`config.mk`:
```
export PLATFORM = sky130hd
export DESIGN_NAME = logs_note_seq_flat
export DESIGN_NICKNAME = d
export VERILOG_FILES = /design/src/rtl/logs_note_seq_if.sv /design/src/rtl/logs_note_seq.sv /design/src/flat_wrapper.sv
export SDC_FILE = /design/constraint.sdc
export NUM_CORES = 1
export LEC_CHECK = 0
export ABC_CLOCK_PERIOD_IN_PS = 1800
export BUFFER_PORTS_ARGS = -buffer_cell sky130_fd_sc_hd__buf_2
export CORE_AREA = 8 8 110 92
export DETAILED_ROUTE_END_ITERATION = 10
export DIE_AREA = 0 0 118 100
export GPL_ROUTABILITY_DRIVEN = 0
export GPL_TIMING_DRIVEN = 0
export PLACE_DENSITY = 0.75
export RECOVER_POWER = 50
export SLEW_MARGIN = 20
export SYNTH_ARGS = -nofsm -noshare
export SYNTH_HDL_FRONTEND = slang
export SYNTH_SLANG_ARGS = --single-unit
```
`constraint.sdc`:
```
create_clock -name clk -period 1.8 [get_ports clk]
set_clock_uncertainty 0.1 [all_clocks]
set_input_delay 0.36 -clock clk [delete_from_list [all_inputs] [get_ports clk]]
set_output_delay 0.36 -clock clk [all_outputs]
set_load 0.01 [all_outputs]
```
`src/rtl/logs_note_seq_if.sv`:
```
// Handshake/config bundle between the register logic, the note sequencer and the NCO.
interface logs_note_seq_if #(
   parameter int unsigned N     = 5,
   parameter int unsigned DEPTH = 8,
   parameter int unsigned DUR_W = 6
);
   localparam int unsigned AW = $clog2(DEPTH);
   localparam int unsigned FW = N - 1;

   logic          step;
   logic          start;
   logic          stop;
   logic          loop;
   logic [AW-1:0] last_idx;
   logic          wr_en;
   logic [AW-1:0] wr_addr;
   logic [FW-1:0] wr_freq;
   logic [DUR_W-1:0] wr_dur;
   logic [FW-1:0] nco_freq;
   logic          nco_step;
   logic          busy;
   logic [AW-1:0] note_idx;
   logic          done;

   // Config/control side.
   modport master (
      output step, start, stop, loop, last_idx, wr_en, wr_addr, wr_freq, wr_dur,
      input  nco_freq, nco_step, busy, note_idx, done
   );

   // Sequencer side.
   modport slave (
      input  step, start, stop, loop, last_idx, wr_en, wr_addr, wr_freq, wr_dur,
      output nco_freq, nco_step, busy, note_idx, done
   );
endinterface

```
`src/rtl/logs_note_seq.sv`:
```
// Note sequencer: plays a small {freq, dur} table into the square-wave NCO,
// inserting a silent articulation gap between notes, once or looping.
module logs_note_seq #(
   parameter int unsigned N         = 5,
   parameter int unsigned DEPTH     = 8,
   parameter int unsigned DUR_W     = 6,
   parameter int unsigned GAP_TICKS = 1
) (
   input logic              clk,
   input logic              rst_n,
   logs_note_seq_if.slave   bus
);
   localparam int unsigned AW       = $clog2(DEPTH);
   localparam int unsigned FW       = N - 1;
   localparam int unsigned GW       = (GAP_TICKS > 1) ? $clog2(GAP_TICKS) : 1;
   localparam int unsigned GAP_LOAD = (GAP_TICKS > 0) ? GAP_TICKS - 1 : 0;
   localparam bit          HAS_GAP  = (GAP_TICKS != 0);

   typedef enum logic [1:0] {IDLE, NOTE, GAP} state_t;

   state_t           state;
   logic [DUR_W-1:0] dur_cnt;
   logic [GW-1:0]    gap_cnt;
   logic [FW-1:0]    nco_freq;
   logic [AW-1:0]    note_idx;
   logic             busy;
   logic             done;

   logic [FW-1:0]    freq_tbl [DEPTH];
   logic [DUR_W-1:0] dur_tbl  [DEPTH];

   logic             adv_c;
   logic             last_c;
   logic [AW-1:0]    nxt_idx_c;

   // Note table: writable at any time, never reset.
   always_ff @(posedge clk) begin
      if (bus.wr_en) begin
         freq_tbl[bus.wr_addr] <= bus.wr_freq;
         dur_tbl[bus.wr_addr]  <= bus.wr_dur;
      end
   end

   // Advance request: a note ending with no gap, or the last gap tick.
   always_comb begin
      adv_c = 1'b0;
      if (bus.step) begin
         if (state == NOTE && dur_cnt == '0 && !HAS_GAP) adv_c = 1'b1;
         if (state == GAP && gap_cnt == '0)              adv_c = 1'b1;
      end
   end

   // Next entry: step forward (wrapping) until last_idx, then back to 0.
   always_comb begin
      last_c    = (note_idx == bus.last_idx);
      nxt_idx_c = last_c ? '0 : AW'(note_idx + 1'b1);
   end

   // Playback FSM with registered outputs; stop overrides all but reset.
   always_ff @(posedge clk) begin
      if (!rst_n) begin
         state    <= IDLE;
         dur_cnt  <= '0;
         gap_cnt  <= '0;
         nco_freq <= '0;
         note_idx <= '0;
         busy     <= 1'b0;
         done     <= 1'b0;
      end else begin
         done <= 1'b0;
         if (bus.stop) begin
            state    <= IDLE;
            nco_freq <= '0;
            busy     <= 1'b0;
         end else if (adv_c) begin
            if (last_c && !bus.loop) begin
               state    <= IDLE;
               nco_freq <= '0;
               busy     <= 1'b0;
               done     <= 1'b1;
            end else begin
               state    <= NOTE;
               note_idx <= nxt_idx_c;
               nco_freq <= freq_tbl[nxt_idx_c];
               dur_cnt  <= dur_tbl[nxt_idx_c];
            end
         end else begin
            case (state)
               IDLE: begin
                  if (bus.start) begin
                     state    <= NOTE;
                     note_idx <= '0;
                     nco_freq <= freq_tbl[0];
                     dur_cnt  <= dur_tbl[0];
                     busy     <= 1'b1;
                  end
               end
               NOTE: begin
                  if (bus.step) begin
                     if (dur_cnt == '0) begin
                        state    <= GAP;
                        gap_cnt  <= GW'(GAP_LOAD);
                        nco_freq <= '0;
                     end else begin
                        dur_cnt <= DUR_W'(dur_cnt - 1'b1);
                     end
                  end
               end
               GAP: begin
                  if (bus.step) gap_cnt <= GW'(gap_cnt - 1'b1);
               end
               default: state <= IDLE;
            endcase
         end
      end
   end

   // Step gate stays combinational so it lines up with the NCO tick.
   assign bus.nco_step = bus.step & (state == NOTE);
   assign bus.nco_freq = nco_freq;
   assign bus.note_idx = note_idx;
   assign bus.busy     = busy;
   assign bus.done     = done;
endmodule

```
`src/flat_wrapper.sv`:
```
// flat-port wrapper written by rule: the top's interface ports become plain ports
module logs_note_seq_flat 
#(
   parameter int unsigned N         = 5,
   parameter int unsigned DEPTH     = 8,
   parameter int unsigned DUR_W     = 6,
   parameter int unsigned GAP_TICKS = 1
)
  (clk, rst_n, bus_step, bus_start, bus_stop, bus_loop, bus_last_idx, bus_wr_en, bus_wr_addr, bus_wr_freq, bus_wr_dur, bus_nco_freq, bus_nco_step, bus_busy, bus_note_idx, bus_done);
  logs_note_seq_if #(.N(N), .DEPTH(DEPTH), .DUR_W(DUR_W)) bus_i ();
  input logic clk;
  input logic rst_n;
  input wire logic [$bits(bus_i.step)-1:0] bus_step;
  input wire logic [$bits(bus_i.start)-1:0] bus_start;
  input wire logic [$bits(bus_i.stop)-1:0] bus_stop;
  input wire logic [$bits(bus_i.loop)-1:0] bus_loop;
  input wire logic [$bits(bus_i.last_idx)-1:0] bus_last_idx;
  input wire logic [$bits(bus_i.wr_en)-1:0] bus_wr_en;
  input wire logic [$bits(bus_i.wr_addr)-1:0] bus_wr_addr;
  input wire logic [$bits(bus_i.wr_freq)-1:0] bus_wr_freq;
  input wire logic [$bits(bus_i.wr_dur)-1:0] bus_wr_dur;
  output wire logic [$bits(bus_i.nco_freq)-1:0] bus_nco_freq;
  output wire logic [$bits(bus_i.nco_step)-1:0] bus_nco_step;
  output wire logic [$bits(bus_i.busy)-1:0] bus_busy;
  output wire logic [$bits(bus_i.note_idx)-1:0] bus_note_idx;
  output wire logic [$bits(bus_i.done)-1:0] bus_done;
  assign bus_i.step = bus_step;
  assign bus_i.start = bus_start;
  assign bus_i.stop = bus_stop;
  assign bus_i.loop = bus_loop;
  assign bus_i.last_idx = bus_last_idx;
  assign bus_i.wr_en = bus_wr_en;
  assign bus_i.wr_addr = bus_wr_addr;
  assign bus_i.wr_freq = bus_wr_freq;
  assign bus_i.wr_dur = bus_wr_dur;
  assign bus_nco_freq = bus_i.nco_freq;
  assign bus_nco_step = bus_i.nco_step;
  assign bus_busy = bus_i.busy;
  assign bus_note_idx = bus_i.note_idx;
  assign bus_done = bus_i.done;
  logs_note_seq #(.N(N), .DEPTH(DEPTH), .DUR_W(DUR_W), .GAP_TICKS(GAP_TICKS)) u_core (.clk(clk), .rst_n(rst_n), .bus(bus_i));
endmodule
```
==> impl_metrics.json, run 1 <==
{
  "top_achievable_clock_speed_ghz": 0.5009,
  "grt_antenna_before_repair": 0,
  "clock_sink_count": 98,
  "place_area_um2": 4818,
  "maximum_capacitance_violations": 0,
  "yosys.area_share.xor_xnor_pct": 1.937,
  "finalCritPeriodShare_pct": 110.9,
  "power.static_leakage_nw": 1.857,
  "critical-path-slowest-cell": "sky130_fd_sc_hd__dfxtp_4",
  "clock_latency_ns": 0.38,
  "cts.htree.levels": 3,
  "grt_pass1_wl_mm": 16.97,
  "largest_family_of_logic_cells_by_synthesized_area": "compound AO/OA/AOI/OAI gates",
  "status": "complete, but fails checks",
  "timing.max_slew.rel_slack_pct": 21.64,
  "adder_cell_share_of_the_synthesized_area_pct": 0.8547,
  "die_h_um": 100,
  "setup_viol": 13,
  "routed-via-count": 3099,
  "final_slew_viol_count": 0,
  "cpLargestDelayFamily": "flip-flops",
  "grt_pass1_vias": 3009,
  "buffer_ports.inserted": 32,
  "synth-warning-count": 0,
  "failed_checks": "negative setup slack",
  "die_outline_width_um": 118,
  "layout_common_cells": "sky130_fd_sc_hd__edfxtp_1 (80), sky130_fd_sc_hd__mux2i_1 (21), sky130_fd_sc_hd__buf_2 (21), sky130_fd_sc_hd__buf_4 (18), sky130_fd_sc_hd__a21oi_1 (17)",
  "sort_of_element_at_the_end_of_the_critical_path": "register",
  "start_util_pct": 52.94,
  "timing_worst_slew_pin_value_ns": 1.166,
  "synth_area_leader_cell": "sky130_fd_sc_hd__edfxtp_1",
  "post_synth_mux_area_share_pct": 8.604,
  "worstPathBufferInverterCount": 3,
  "power.total_w": 0.004461,
  "nets_final": 414,
  "synth_area_um2": 4392,
  "hpwl_after_detailed_placement_mm": 7.275,
  "edff_count_synth": 80,
  "layout_commonest_cell": "sky130_fd_sc_hd__edfxtp_1",
  "timing.critical_path.fanout_max": 5,
  "synth_simple_gate_area_share_pct": 10.60,
  "placementRows": 30,
  "design.die.area_um2": 11800,
  "timing.final.crit_period_ns": 1.997,
  "synth_compound_area_share_pct": 12.42,
  "timing_hold_violations_final": 0,
  "hold_path.class": "in2reg",
  "antenna-diode-count": 0,
  "synth_top_cells_by_area": "sky130_fd_sc_hd__edfxtp_1 (55%), sky130_fd_sc_hd__dfxtp_1 (8.2%), sky130_fd_sc_hd__mux2i_1 (5.0%), sky130_fd_sc_hd__a21oi_1 (3.0%), sky130_fd_sc_hd__mux4_2 (2.1%)",
  "globalRoute.totalOverflow": 0,
  "coreArea_um2": 8295,
  "async_flop_share_pct": 0,
  "timing_worst_setup_path_type": "reg2reg",
  "synthFlopType": "sky130_fd_sc_hd__edfxtp_1",
  "clock_tree_buffer_depth": 2,
  "syn-num-nets": 350,
  "first_iter_violations": 370,
  "worst_path_largest_cell_delay_ns": 0.42,
  "yosys.area.top_type_share_pct": 54.70,
  "final.hold.worst_slack_ns": 0.1911,
  "root_buffer": "sky130_fd_sc_hd__clkbuf_8",
  "rsz_0062_raised_after_global_routing": "yes",
  "r2r_slack_ns": -0.20,
  "finalWorstSetupSlack_ns": -0.1965,
  "top_level_pins": 33,
  "clkTransAtPathRegs_ns": 0.10,
  "cts_made_buffers": 9,
  "drive_gt1_share_pct": 32.57,
  "detail_route.wl_per_cell_um": 22.56,
  "syn_area_per_cell_um2": 13.55,
  "ys_seq_elements": 98,
  "detail_route.drc_violations": 0,
  "critPathMostFrequentCell": "sky130_fd_sc_hd__buf_6",
  "max-vdd-ir-drop_uv": 472.4,
  "first_pass_iters": 5,
  "finalWirelength_mm": 11.39,
  "gr-usage-all-layers_pct": 18.91,
  "timing.critical_path.from_type": "register",
  "critical_path.cell_chain": "ha_4 > xor2_4 > buf_6 > buf_12 > buf_6 > mux4_2 > a21oi_2 > a21oi_1",
  "tritoncts": "yes",
  "area_growth_synth_to_finish_pct": 23.65,
  "cts_hold_repair.buffers": 0,
  "yosysSeqAreaShare_pct": 62.91,
  "grt_max_degree": 19,
  "p_per_area_nw_per_um2": 821.4,
  "worst_path_required_ns": 1.98,
  "worst-endpoint-arrival_ns": 2.18,
  "number_of_instances_in_the_synthesized_netlist": 324,
  "ant_nets": 0,
  "synth.distinct_cells": 60,
  "finalInstanceArea_um2": 5430,
  "routed_via_density": 6.137
}
registers in the layout, indices dropped and copies added, names as in the netlist:
name                 flops
u_core.bus.busy          1
u_core.gap_cnt           1
u_core.dur_tbl          48
u_core.freq_tbl         32
u_core.bus.nco_freq      4
u_core.bus.note_idx      3
u_core.dur_cnt           6
u_core.bus.done          1
u_core.state             2
logic make-up after synthesis:
kind of cell	count (synthesis)
buf+inv	20
mux	32
fa+ha+maj	3
flops	98
simple gates	84
compound gates	79
xor+xnor	8
metrics by stage:
step | std cells | setup slack [ns] | TNS (ns) | util [%]
floorplan | 324 | -0.01053 | -0.01053 | -
global placement | 468 | -0.7389 | -23.93 | 57.78
detailed placement | 470 | -0.4472 | -13.19 | 58.08
CTS | 504 | -0.1264 | -0.6949 | 65.01
global route | 505 | -0.2188 | -2.273 | 65.46
finish | 505 | -0.1965 | -1.201 | 65.46
Yosys cell counts, types with 3 or more instances:
master / count
sky130_fd_sc_hd__a31oi_1: 8
sky130_fd_sc_hd__mux2_2: 6
sky130_fd_sc_hd__dfxtp_1: 18
sky130_fd_sc_hd__nor3_1: 7
sky130_fd_sc_hd__ha_1: 3
sky130_fd_sc_hd__nand2_1: 16
sky130_fd_sc_hd__buf_6: 4
sky130_fd_sc_hd__nand3_1: 7
sky130_fd_sc_hd__nor3b_1: 4
sky130_fd_sc_hd__a21oi_1: 26
sky130_fd_sc_hd__nand2b_1: 6
sky130_fd_sc_hd__o22a_1: 3
sky130_fd_sc_hd__clkbuf_1: 5
sky130_fd_sc_hd__mux2i_1: 22
sky130_fd_sc_hd__a311oi_1: 3
sky130_fd_sc_hd__o21ai_0: 12
sky130_fd_sc_hd__nor2b_1: 6
sky130_fd_sc_hd__buf_2: 4
sky130_fd_sc_hd__xnor2_1: 4
sky130_fd_sc_hd__edfxtp_1: 80
sky130_fd_sc_hd__or4_1: 3
sky130_fd_sc_hd__inv_1: 5
sky130_fd_sc_hd__mux4_2: 4
sky130_fd_sc_hd__nor2_1: 18
sky130_fd_sc_hd__a21o_1: 3
tightest hold or removal path: stages:
cell and delay (ns):
sky130_fd_sc_hd__buf_2 0.15, sky130_fd_sc_hd__nand3_1 0.08, sky130_fd_sc_hd__a21oi_1 0.06
path summary, 6_finish.rpt:
kind                            endpoint                    from  cells after the start
hold reg to reg           u_core.gap_cnt          u_core.gap_cnt                      1
hold / removal           u_core.state[1]                bus_step                      3
setup reg to reg  u_core.bus.nco_freq[2]  u_core.bus.note_idx[0]                      8
setup / recovery  u_core.bus.nco_freq[2]  u_core.bus.note_idx[0]                      8
repair_timing:
action / 4_1_cts / 5_1_grt
resized for setup: 48 / 9
pin swaps: 20 / 5
buffers inserted: 15 / 1
cloned: 4 / 0
setup endpoints to repair: 11 / 13
cell type report:
| class | instances | area, um^2 |
|---|---|---|
| Buffer | 14 | 158.9 |
| Clock buffer | 9 | 123.9 |
| Clock inverter | 7 | 87.58 |
| Fill cell | 619 | 2865 |
| Inverter | 5 | 18.77 |
| Multi-Input combinational cell | 206 | 1760 |
| Sequential cell | 98 | 2779 |
| Tap cell | 112 | 140.1 |
| Timing Repair Buffer | 54 | 361.6 |
per-layer routing:
metal  global-route usage, %  part of all wire (%)  vias up
li1                        -                     -     1390
met1                   25.82                    44     1536
met4                   6.483                   1.8        0
met5                       0                     0        -
met3                   4.321                   8.2       24
met2                   29.17                    46      149
where the power goes:
| group | internal, W | total [W] | leakage, nW | switching (W) |
|---|---|---|---|---|
| clock network | 0.000671 | 0.00152 | 0.105 | 0.000847 |
| logic | 0.000159 | 0.000381 | 0.875 | 0.000222 |
| registers | 0.00252 | 0.00256 | 0.878 | 0.0000379 |
Note: power is estimated with default switching activity, not from simulation.
==> inputs of run 2 (changes only) <==
--- a/config.mk
+++ b/config.mk
@@ -12,7 +12,7 @@
 export DIE_AREA = 0 0 118 100
 export GPL_ROUTABILITY_DRIVEN = 0
 export GPL_TIMING_DRIVEN = 0
-export PLACE_DENSITY = 0.75
+export PLACE_DENSITY_LB_ADDON = 0.05
 export RECOVER_POWER = 50
 export SLEW_MARGIN = 20
 export SYNTH_ARGS = -nofsm -noshare
==> impl_metrics.json, run 2 (synthesized netlist as in run 1, its figures left out) <==
{
  "cts.htree.levels": 3,
  "top_level_pins": 33,
  "worst-endpoint-arrival_ns": 2.13,
  "routed-wl-met3_um": 665,
  "max-vdd-ir-drop_uv": 484.4,
  "timing_worst_setup_path_type": "reg2reg",
  "p_per_area_nw_per_um2": 803.6,
  "hpwl_after_detailed_placement_mm": 7.325,
  "power.static_leakage_nw": 1.878,
  "clkTransAtPathRegs_ns": 0.10,
  "detail_route.wl_per_cell_um": 21.79,
  "routed_via_density": 5.904,
  "final.hold.worst_slack_ns": 0.2248,
  "timing.max_slew.rel_slack_pct": 26.92,
  "timing_hold_violations_final": 0,
  "final_slew_viol_count": 0,
  "ant_nets": 0,
  "routed-via-count": 2999,
  "maximum_capacitance_violations": 0,
  "timing_worst_slew_pin_value_ns": 1.088,
  "coreArea_um2": 8295,
  "gr-usage-all-layers_pct": 18.81,
  "drive_gt1_share_pct": 33.08,
  "finalWirelength_mm": 11.07,
  "detail_route.drc_violations": 0,
  "nets_final": 417,
  "grt_max_degree": 18,
  "grt_pass1_vias": 2972,
  "finalCritPeriodShare_pct": 109.8,
  "placementRows": 30,
  "layout_common_cells": "sky130_fd_sc_hd__edfxtp_1 (80), sky130_fd_sc_hd__buf_2 (23), sky130_fd_sc_hd__mux2i_1 (22), sky130_fd_sc_hd__buf_4 (20), sky130_fd_sc_hd__a21oi_1 (20)",
  "start_util_pct": 52.94,
  "clock_latency_ns": 0.37,
  "die_outline_width_um": 118,
  "clock_sink_count": 98,
  "largest_register_ff_count": 48,
  "cts_made_buffers": 9,
  "top_layer": "met4",
  "worst_path_required_ns": 1.95,
  "power.total_w": 0.004390,
  "setup_viol": 11,
  "design.die.area_um2": 11800,
  "setup_tns_ns": -0.9499,
  "first_pass_iters": 5,
  "clock_tree_buffer_depth": 2,
  "grt_pass1_wl_mm": 17.04,
  "die_h_um": 100,
  "rsz_0062_raised_after_global_routing": "yes",
  "status": "complete, but fails checks",
  "timing.critical_path.from_type": "register",
  "tritoncts": "yes",
  "top_achievable_clock_speed_ghz": 0.5061,
  "finalWorstSetupSlack_ns": -0.1758,
  "hold_path.class": "in2reg",
  "met2_wirelength_mm": 4.933,
  "sort_of_element_at_the_end_of_the_critical_path": "register",
  "first_iter_violations": 276,
  "area_growth_synth_to_finish_pct": 24.39,
  "timing.critical_path.fanout_max": 7,
  "reg_top3": "u_core.dur_tbl x48, u_core.freq_tbl x32, u_core.dur_cnt x6",
  "setup_ws_pre_cts_ns": -0.4012,
  "timing.final.crit_period_ns": 1.976,
  "failed_checks": "negative setup slack",
  "globalRoute.totalOverflow": 0,
  "layout_commonest_cell": "sky130_fd_sc_hd__edfxtp_1",
  "root_buffer": "sky130_fd_sc_hd__clkbuf_8",
  "buffer_ports.inserted": 32,
  "grt_antenna_before_repair": 0,
  "antenna-diode-count": 0,
  "largest_register": "u_core.dur_tbl",
  "wirelength_met1_mm": 5.365
}
[run 2: cell types whose count changed in the layout (fill, tap and decap cells not counted), moves of 3 or more]
cell / before / now
sky130_fd_sc_hd__a21oi_2: 8 / 4
sky130_fd_sc_hd__a21oi_1: 17 / 20
sky130_fd_sc_hd__buf_12: 1 / 4
sky130_fd_sc_hd__clkbuf_8: 12 / 9
[run 2: cell type report]
type / count / area (um^2)
Fill cell: 641 / 2833
Sequential cell: 98 / 2779
Multi-Input combinational cell: 206 / 1778
Timing Repair Buffer: 57 / 391.6
Buffer: 14 / 156.4
Tap cell: 112 / 140.1
Clock buffer: 10 / 127.6
Clock inverter: 6 / 71.32
Inverter: 5 / 18.77
[run 2: final timing paths]
check / start / endpoint / slack [ns] / depth (start not counted)
worst max-delay path: u_core.bus.note_idx[0] / u_core.dur_cnt[3] / -0.18 / 6
worst min-delay path: bus_step / u_core.state[1] / 0.22 / 3
worst max register to register: u_core.bus.note_idx[0] / u_core.dur_cnt[3] / -0.18 / 6
worst min register to register: u_core.bus.nco_freq[0] / u_core.bus.nco_freq[0] / 0.42 / 2
[run 2: worst max-delay path, stage by stage (launching register included)]
cell	delay (ns)
sky130_fd_sc_hd__dfxtp_4	0.43
sky130_fd_sc_hd__ha_4	0.19
sky130_fd_sc_hd__xor2_4	0.23
sky130_fd_sc_hd__buf_8	0.18
sky130_fd_sc_hd__mux4_2	0.36
sky130_fd_sc_hd__a221oi_2	0.27
sky130_fd_sc_hd__a31oi_1	0.11
[run 2: through the flow]
| step | utilization, % | cell area (um^2) | std cells |
|---|---|---|---|
| global placement | 57.78 | 4793 | 468 |
| CTS | 64.00 | 5309 | 501 |
| detailed placement | 58.13 | 4822 | 470 |
| finish | 65.85 | 5463 | 508 |
| floorplan | - | 4493 | 324 |
| global route | 65.85 | 5463 | 508 |
[run 2: layer usage]
layer	up-vias	GRT usage (%)
li1	1403	-
met2	98	28.16
met5	-	0
met1	1488	26.69
met3	10	4.714
met4	0	4.813
[run 2: where the power goes]
part / switching (W) / internal (W) / total (W)
Clock: 0.000794 / 0.000664 / 0.00146
Combinational: 0.000215 / 0.000158 / 0.000373
Sequential: 0.0000351 / 0.00252 / 0.00256
[run 2: repair_timing]
item,4_1_cts,5_1_grt
setup buffers,14,8
cloned,1,0
endpoints found under the setup margin,11,12
resized for setup,33,29
pin swaps,11,17
hold buffers,0,0
